<file path="src/rtl/ucie_ctl_sb_arb.sv">
// Sideband message arbiter between the CNTL FSM (requester 0) and the
// error/log path (requester 1). Round-robin on ties, one message in flight,
// completion tracked via the sideband busy flag with a timeout fallback.
// CNT_W must satisfy 2**CNT_W > TIMEOUT_CYC.
//
// state      | meaning
// -----------+----------------------------------------------------------
// IDLE       | waiting for a request while the sideband is not busy
// SEND       | one-cycle strobe of the granted message, ack to winner
// WAIT_START | waiting for the sideband to go busy on our message
// WAIT_DONE  | waiting for the sideband to finish (busy falls)
module ucie_ctl_sb_arb #(
  parameter int TIMEOUT_CYC = 1024,
  parameter int CNT_W       = 11
) (
  input  logic        i_clk,
  input  logic        i_rst_n,
  input  logic        i_flush,
  input  logic        i_req0_valid,
  input  logic [4:0]  i_req0_decode,
  input  logic [31:0] i_req0_adv_cap,
  input  logic        i_req1_valid,
  input  logic [4:0]  i_req1_decode,
  input  logic        i_sb_busy_flag,
  output logic        o_req0_ack,
  output logic        o_req1_ack,
  output logic        o_sb_lp_valid,
  output logic [4:0]  o_sb_lp_decode,
  output logic [31:0] o_sb_lp_adv_cap_val,
  output logic        o_grant,
  output logic        o_arb_busy,
  output logic        o_timeout
);

  typedef enum logic [1:0] {
    ST_IDLE       = 2'd0,
    ST_SEND       = 2'd1,
    ST_WAIT_START = 2'd2,
    ST_WAIT_DONE  = 2'd3
  } state_t;

  localparam logic [CNT_W-1:0] CNT_TC = CNT_W'(TIMEOUT_CYC - 1);

  state_t           r_state;
  state_t           w_state_nxt;
  logic [CNT_W-1:0] r_cnt;
  logic             r_req0_ack;
  logic             r_req1_ack;
  logic             r_valid;
  logic [4:0]       r_decode;
  logic [31:0]      r_adv_cap;
  logic             r_grant;
  logic             w_winner;
  logic             w_accept;
  logic             w_cnt_tc;
  logic             w_timeout;

  // Winner selection and accept qualification; a tie goes to the requester
  // that did not win last time.
  always_comb begin
    w_winner = (i_req0_valid & i_req1_valid) ? ~r_grant : i_req1_valid;
    w_accept = (r_state == ST_IDLE) & (i_req0_valid | i_req1_valid) &
               ~i_sb_busy_flag & ~i_flush;
    w_cnt_tc = (r_cnt == CNT_TC);
  end

  // Next-state logic; timeout loses to a normal completion and to flush.
  always_comb begin
    w_state_nxt = r_state;
    w_timeout   = 1'b0;
    if (i_flush) begin
      w_state_nxt = ST_IDLE;
    end else begin
      case (r_state)
        ST_IDLE: begin
          if (w_accept) w_state_nxt = ST_SEND;
        end
        ST_SEND: begin
          w_state_nxt = ST_WAIT_START;
        end
        ST_WAIT_START: begin
          if (w_cnt_tc) begin
            w_timeout   = 1'b1;
            w_state_nxt = ST_IDLE;
          end else if (i_sb_busy_flag) begin
            w_state_nxt = ST_WAIT_DONE;
          end
        end
        ST_WAIT_DONE: begin
          if (!i_sb_busy_flag) begin
            w_state_nxt = ST_IDLE;
          end else if (w_cnt_tc) begin
            w_timeout   = 1'b1;
            w_state_nxt = ST_IDLE;
          end
        end
        default: w_state_nxt = ST_IDLE;
      endcase
    end
  end

  // State register.
  always_ff @(posedge i_clk or negedge i_rst_n) begin
    if (!i_rst_n) r_state <= ST_IDLE;
    else          r_state <= w_state_nxt;
  end

  // Timeout counter: cleared when a message is accepted, counts while waiting.
  always_ff @(posedge i_clk or negedge i_rst_n) begin
    if (!i_rst_n) begin
      r_cnt <= '0;
    end else if (i_flush || w_accept) begin
      r_cnt <= '0;
    end else if (r_state == ST_WAIT_START || r_state == ST_WAIT_DONE) begin
      r_cnt <= r_cnt + 1'b1;
    end
  end

  // Registered SEND-cycle strobes and the latched message, held until the next accept.
  always_ff @(posedge i_clk or negedge i_rst_n) begin
    if (!i_rst_n) begin
      r_req0_ack <= 1'b0;
      r_req1_ack <= 1'b0;
      r_valid    <= 1'b0;
      r_decode   <= '0;
      r_adv_cap  <= '0;
      r_grant    <= 1'b1;
    end else begin
      r_req0_ack <= w_accept & ~w_winner;
      r_req1_ack <= w_accept & w_winner;
      r_valid    <= w_accept;
      if (w_accept) begin
        r_grant   <= w_winner;
        r_decode  <= w_winner ? i_req1_decode : i_req0_decode;
        r_adv_cap <= w_winner ? 32'h0 : i_req0_adv_cap;
      end
    end
  end

  assign o_req0_ack          = r_req0_ack;
  assign o_req1_ack          = r_req1_ack;
  assign o_sb_lp_valid       = r_valid;
  assign o_sb_lp_decode      = r_decode;
  assign o_sb_lp_adv_cap_val = r_adv_cap;
  assign o_grant             = r_grant;
  assign o_arb_busy          = (r_state != ST_IDLE);
  assign o_timeout           = w_timeout;

endmodule

</file>
<file path="config.mk">
export PLATFORM = sky130hd
export DESIGN_NAME = ucie_ctl_sb_arb
export DESIGN_NICKNAME = d
export VERILOG_FILES = /design/src/rtl/ucie_ctl_sb_arb.sv
export SDC_FILE = /design/constraint.sdc
export NUM_CORES = 1
export LEC_CHECK = 0
export CORE_MARGIN = 5
export CORE_UTILIZATION = 40
export DETAILED_ROUTE_END_ITERATION = 10
export DONT_BUFFER_PORTS = 1
export HOLD_SLACK_MARGIN = 0.12
export PLACE_DENSITY = 0.54
export SLEW_MARGIN = 20
export SYNTH_ARGS = -nofsm -noshare
export SYNTH_HDL_FRONTEND = slang
export SYNTH_SLANG_ARGS = --single-unit
export TNS_END_PERCENT = 50
</file>
<file path="constraint.sdc">
create_clock -name i_clk -period 3.4 [get_ports i_clk]
set_input_delay 0.68 -clock i_clk [delete_from_list [all_inputs] [get_ports i_clk]]
set_output_delay 0.68 -clock i_clk [all_outputs]
set_load 0.02 [all_outputs]
</file>
==> results.py, run 1 <==
metrics = {
    "status": {
        "status": "finished clean",
    },
    "die": {
        "row_count": 28,
        "start_util": 0.417,
        "io_pins": 91,
        "chipWidth_um": 89.3,
        "core_area_um2": 6030,
        "die_area_um2": 7970,
        "dieHeight_um": 89.3,
    },
    "grt": {
        "grt_pass1_vias": 1621,
        "grtUsageTotal": 0.136,
        "grt_overflow": 0,
        "grt_max_degree": 54,
        "grt_antenna_before_repair": 0,
        "grt_pass1_wl_mm": 8.27,
    },
    "yosys": {
        "synth-seq-area-share": 0.538,
        "synth_top_cell_by_area": "dfrtp_1",
        "async_reset_ff_frac": 1.00,
        "synthTopCellsByCount": "53 x dfrtp_1, 38 x nand2_1, 34 x inv_1, 34 x mux2i_1",
        "ys_types": 34,
        "synth-main-ff-cell": "dfrtp_1",
        "syn_area_um2": 2510,
        "synth_edf_count": 0,
        "synth_fp_nets": 281,
        "netlist.area_leader.share": 0.528,
        "yosys_warnings": 0,
        "synthTopCellsByArea": "dfrtp_1 53%, mux2i_1 14%, nand2_1 5.7%, inv_1 5.1%, mux2_4 3.0%",
        "synth_cells": 232,
        "syn_area_per_cell_um2": 10.8,
        "ys_ff_latch": 54,
        "synth_most_common_cell": "dfrtp_1",
    },
    "clocking": {
        "clock_sinks": 54,
        "cts_root_buf": "clkbuf_8",
        "clockBufferDepth": 2,
        "ctsResizeCount": 0,
        "numCtsBuffers": 5,
        "cts_max_level": 2,
        "tritoncts": "done",
        "clk_latency_ns": 0.31,
        "clkTransAtPathRegs_ns": 0.11,
    },
    "detailed_routing": {
        "drtPass1Iterations": 4,
        "initialDrtViolationCount": 54,
        "drcViolationCount": 0,
        "antenna_left": 0,
        "routed_wl_mm": 5.06,
        "viasPerCell": 5.01,
        "wire_per_inst_um": 16.4,
        "vias": 1548,
    },
    "sta": {
        "max_freq_mhz": 411,
        "rsz0062_at_grt": "no",
        "slew_violations": 0,
        "skew_ns": 0.0115,
        "maxSlewHeadroom": 0.428,
        "tightest_slew_ns": 0.856,
        "setup_slack_ns": 0.964,
        "finalHoldViolCount": 0,
        "min_period_ns": 2.44,
        "setup_tns_ns": 0,
        "layout_worst_path_cycle_share": 0.716,
        "setup_viol": 0,
    },
    "worst_setup_path": {
        "r2r_end": "o_sb_lp_adv_cap_val[27]",
        "cpMaxStageDelayCell": "dfrtp_1",
        "startpoint": "r_cnt[3]",
        "arrival_ns": 1.76,
        "critPathBufInv": 1,
        "startpoint_type": "flop",
        "cp_num_cells": 4,
        "crit_path_end_kind": "output port",
        "worst_path_largest_cell_delay_ns": 0.46,
        "crit_end": "o_timeout",
        "rr_worst_depth": 6,
        "worst-setup-path-type": "flop to output port",
        "path_cells": "nand2_1 > or3_1 > nor4_1 > buf_4",
        "crit_required_ns": 2.72,
        "r2r-start": "r_state[1]",
        "critical_path.max_fanout": 5,
        "path_delay_family": "simple AND/OR/NAND/NOR gates",
        "ff2ff_setup_slack_ns": 1.09,
    },
    "cells_and_area": {
        "final_nets": 282,
        "nFillCells": 579,
        "design_area_um2": 2670,
        "syn_to_final_growth_pct": 6.27,
        "layout.cells.non_filler": 309,
        "drive_above_1_share": 0.120,
        "num_antenna_cells": 0,
    },
    "job": {
        "drv_cap": 0,
    },
    "placed_design": {
        "place_ws_ns": 1.04,
        "portBuffers": 0,
        "place_hpwl_mm": 3.48,
        "dp.cells": 300,
        "dpl_cell_area_um2": 2540,
        "gp_congestion": 0.722,
    },
    "power_and_ir_drop": {
        "ir_drop_v": 0.000306,
        "p_per_area_nw_per_um2": 728,
        "fin_total_pwr_w": 0.00194,
        "leakage_nw": 1.21,
    },
    "min_path": {
        "hold_path_class": "input pin to asynchronous set/reset pin",
    },
}
## registers in the layout, summed over array words and instances, names as in the netlist
name and flops:
r_state 2, o_sb_lp_valid 1, o_sb_lp_decode 5, o_sb_lp_adv_cap_val 32, o_grant 1, o_req0_ack 1, r_cnt 11, o_req1_ack 1
## where the power goes
| part | total [W] | switching [W] | internal [W] | leakage [nW] |
|---|---|---|---|---|
| Combinational | 0.000329 | 0.000166 | 0.000162 | 0.474 |
| Clock | 0.000390 | 0.000222 | 0.000168 | 0.0478 |
| Sequential | 0.00123 | 0.000387 | 0.000838 | 0.688 |
| Total | 0.00194 | 0.000776 | 0.00117 | 1.21 |
## layer usage
metal / part of all wire / vias to the layer above / routed length [um] / GRT usage
met1: 0.45 / 737 / 2260 / 0.177
met2: 0.45 / 50 / 2280 / 0.212
li1: - / 754 / - / -
met5: 0 / - / 0 / 0
met4: 0.012 / 0 / 61 / 0.0406
met3: 0.092 / 7 / 467 / 0.0498
## cells by family after synthesis
logic type                 count (synthesis)  share of synthesized area
and+or+nand+nor                           66                      0.125
xor gates and xnor gates                   4                     0.0139
muxes                                     44                      0.188
AOI/OAI and AO/OA                         17                     0.0423
DFF                                       54                      0.538
adders and majority gates                  1                    0.00498
buffers and inverters                     46                     0.0881
## cell usage in the layout, fill, tap and decap left out
cell type and instances:
clkinvlp_4 1, inv_6 1, nand4b_1 1, nor2_1 6, xor2_1 3, mux2_2 5
or3_4 1, or4_1 2, dfstp_2 1, o31ai_1 3, inv_2 1, o21ai_0 4
inv_1 34, dfrtp_1 53, a21bo_2 1, buf_16 1, nand3_1 3, nand4_1 4
or3_1 6, clkbuf_8 6, o21bai_1 2, clkinv_2 1, nor4_1 2, buf_4 3
ha_1 1, mux2i_1 34, a21oi_1 6, o32ai_1 1, nand2_1 38, nor2_4 1
nor2b_1 1, mux2_4 5, and2_1 1, xnor2_1 1
## area by class of cell
| class | count | area [um^2] | share of cell area |
|---|---|---|---|
| Clock buffer | 6 | 82.6 | 0.0309 |
| Clock inverter | 2 | 16.3 | 0.00609 |
| Inverter | 36 | 136 | 0.0511 |
| Multi-Input combinational cell | 132 | 940 | 0.352 |
| Sequential cell | 54 | 1350 | 0.506 |
| Tap cell | 75 | 93.8 | 0.0351 |
| Timing Repair Buffer | 4 | 50.0 | 0.0187 |
## worst min path at each step
stage               startpoint                       to  slack [ns]  cells past startpoint
finish                 i_rst_n                  o_grant        0.20                      0
global route           i_rst_n                  o_grant        0.17                      0
CTS                    i_rst_n                  o_grant        0.18                      0
detailed placement     i_rst_n  o_sb_lp_adv_cap_val[28]        0.39                      0
global placement       i_rst_n  o_sb_lp_adv_cap_val[28]        0.39                      0
floorplan              i_rst_n               o_req0_ack        0.38                      0
## repair_timing
action,CTS,global route
endpoints found under the hold margin,53,0
buffers inserted,0,0
hold buffers,1,0
## metrics by stage
step	utilization	hold WS (ns)
after detailed placement	0.422	0.386
after CTS	0.443	0.179
after floorplan	-	0.384
after global placement	0.422	0.386
after global routing	0.443	0.168
final	0.443	0.196
Note: power is estimated with default switching activity, not from simulation.
==> run 2: changes to the inputs <==
==> constraint.sdc (replaced) <==
create_clock -name i_clk -period 2.3 [get_ports i_clk]
set_input_delay 0.46 -clock i_clk [delete_from_list [all_inputs] [get_ports i_clk]]
set_output_delay 0.46 -clock i_clk [all_outputs]
set_load 0.02 [all_outputs]
==> run 2 against run 1 <==
Compared with the run above:
- design area grew 1.7%
- utilization increased by 0.75 points
- die area is the same
- via count rose by 1.4%
- non-clock buffer count increased by 4
- final cell count grew 1.3%
- sequential power grew 47%
- sequential share of layout area shrank 0.84 points
- worst hold slack better by 0.051 ns
- first-iteration DRC count increased by 17%
- critical endpoint unchanged
- largest power group unchanged
==> results.py, run 2 (synthesis results as in run 1) <==
metrics = {
    "die": {
        "chipWidth_um": 89.3,
        "die_area_um2": 7970,
        "io_pins": 91,
        "dieHeight_um": 89.3,
        "start_util": 0.417,
        "core_area_um2": 6030,
        "row_count": 28,
    },
    "power_and_ir_drop": {
        "p_per_area_nw_per_um2": 1040,
        "ir_drop_v": 0.000417,
        "leakage_nw": 1.23,
    },
    "clocking": {
        "clock_sinks": 54,
        "clockBufferDepth": 2,
        "tritoncts": "done",
        "clkTransAtPathRegs_ns": 0.09,
        "numCtsBuffers": 5,
        "cts_root_buf": "clkbuf_8",
        "cts_max_level": 2,
        "clk_latency_ns": 0.30,
    },
    "detailed_routing": {
        "drcViolationCount": 0,
        "vias": 1569,
        "drtPass1Iterations": 4,
        "viasPerCell": 5.01,
        "routed_wl_mm": 4.96,
        "wire_per_inst_um": 15.8,
        "antenna_left": 0,
        "initialDrtViolationCount": 63,
    },
    "placed_design": {
        "dp.cells": 302,
        "portBuffers": 0,
        "place_hpwl_mm": 3.46,
        "gp_congestion": 0.733,
    },
    "worst_setup_path": {
        "ff2ff_setup_slack_ns": 0.41,
        "worst-setup-path-type": "flop to output port",
        "arrival_ns": 1.69,
        "crit_required_ns": 1.84,
        "rr_worst_depth": 6,
        "r2r-start": "r_state[1]",
        "crit_path_end_kind": "output port",
        "startpoint_type": "flop",
        "critical_path.max_fanout": 4,
        "r2r_end": "o_sb_lp_adv_cap_val[14]",
    },
    "cells_and_area": {
        "final_nets": 286,
        "syn_to_final_growth_pct": 8.06,
        "layout.cells.non_filler": 313,
        "drive_above_1_share": 0.126,
        "num_antenna_cells": 0,
        "most-common-layout-cells": "53 x dfrtp_1, 38 x nand2_1, 34 x inv_1, 34 x mux2i_1",
        "largest_reg_flops": 32,
        "final_common_cell": "dfrtp_1",
    },
    "job": {
        "drv_cap": 0,
    },
    "sta": {
        "rsz0062_at_grt": "no",
        "tightest_slew_ns": 0.450,
        "slew_violations": 0,
        "finalHoldViolCount": 0,
        "min_period_ns": 2.15,
        "setup_tns_ns": 0,
        "max_freq_mhz": 465,
        "layout_worst_path_cycle_share": 0.935,
        "maxSlewHeadroom": 0.697,
        "setup_viol": 0,
        "skew_ns": 0.00969,
    },
    "min_path": {
        "hold_path_class": "input pin to flop",
        "hold_depth": 1,
        "holdPathEnd": "r_state[0]",
        "hp-start": "i_flush",
    },
    "grt": {
        "grt_max_degree": 55,
        "grt_pass1_vias": 1630,
        "grt_antenna_before_repair": 0,
        "grt_overflow": 0,
        "grtUsageTotal": 0.132,
        "grt_pass1_wl_mm": 8.01,
    },
    "status": {
        "status": "finished clean",
    },
}
## run 2: cell types whose count changed in the layout (fill, tap and decap cells not counted), sizes merged
cell and change:
clkinv +2, dlygate4sd3 +1, buf +3, clkinvlp -1, inv -1
## run 2: cell type report
| cell class | count | area [um^2] |
|---|---|---|
| fill | 579 | 3310 |
| sequential | 54 | 1350 |
| multi-input combinational | 132 | 940 |
| inverter | 36 | 136 |
| timing repair buffer | 8 | 108 |
| tap | 75 | 93.8 |
| clock buffer | 6 | 72.6 |
| clock inverter | 2 | 13.8 |
## run 2: worst max-delay path, cell delays in order, from the launching register on
cell and delay, ns:
dfrtp_1 0.42, nand2_1 0.09, or3_1 0.41, nor4_1 0.28
buf_4 0.19
## run 2: metrics by stage
step                cell area [um^2]  setup slack (ns)  power (W)   util  hold slack [ns]
finish                          2720             0.149    0.00284  0.451            0.247
global route                    2720            0.0154    0.00303  0.451            0.238
CTS                             2710             0.123    0.00289  0.450            0.234
detailed placement              2580             0.400    0.00233  0.429            0.166
global placement                2580             0.419    0.00231  0.429            0.166
floorplan                       2510             0.300    0.00219      -            0.164
## run 2: how the worst max path moves through the flow
stage               start                      end  slack (ns)
3_3_place_gp   r_state[1]   o_sb_lp_adv_cap_val[4]        0.42
3_5_place_dp   r_state[1]  o_sb_lp_adv_cap_val[14]        0.40
5_1_grt          r_cnt[4]                o_timeout        0.02
6_report         r_cnt[4]                o_timeout        0.15
4_1_cts          r_cnt[3]                o_timeout        0.12
2_1_floorplan   r_cnt[10]                o_timeout        0.30
## run 2: power breakdown
group	internal, W	switching [W]	leakage [nW]
clock network	0.000216	0.000304	0.0452
logic	0.000250	0.000252	0.500
registers	0.00124	0.000575	0.688
## run 2: routing by layer
metal	part of all wire	up-vias	global-route usage
met1	0.44	743	0.174
li1	-	767	-
met3	0.081	6	0.0452
met5	0	-	0
met2	0.46	53	0.204
met4	0.015	0	0.0447
## run 2: what timing repair did
action | 4_1_cts | 5_1_grt
gates resized for setup | 0 | 0
setup buffers | 0 | 1
setup endpoints to repair | 0 | 1
hold buffers | 2 | 0
endpoints found under the hold margin | 54 | 0
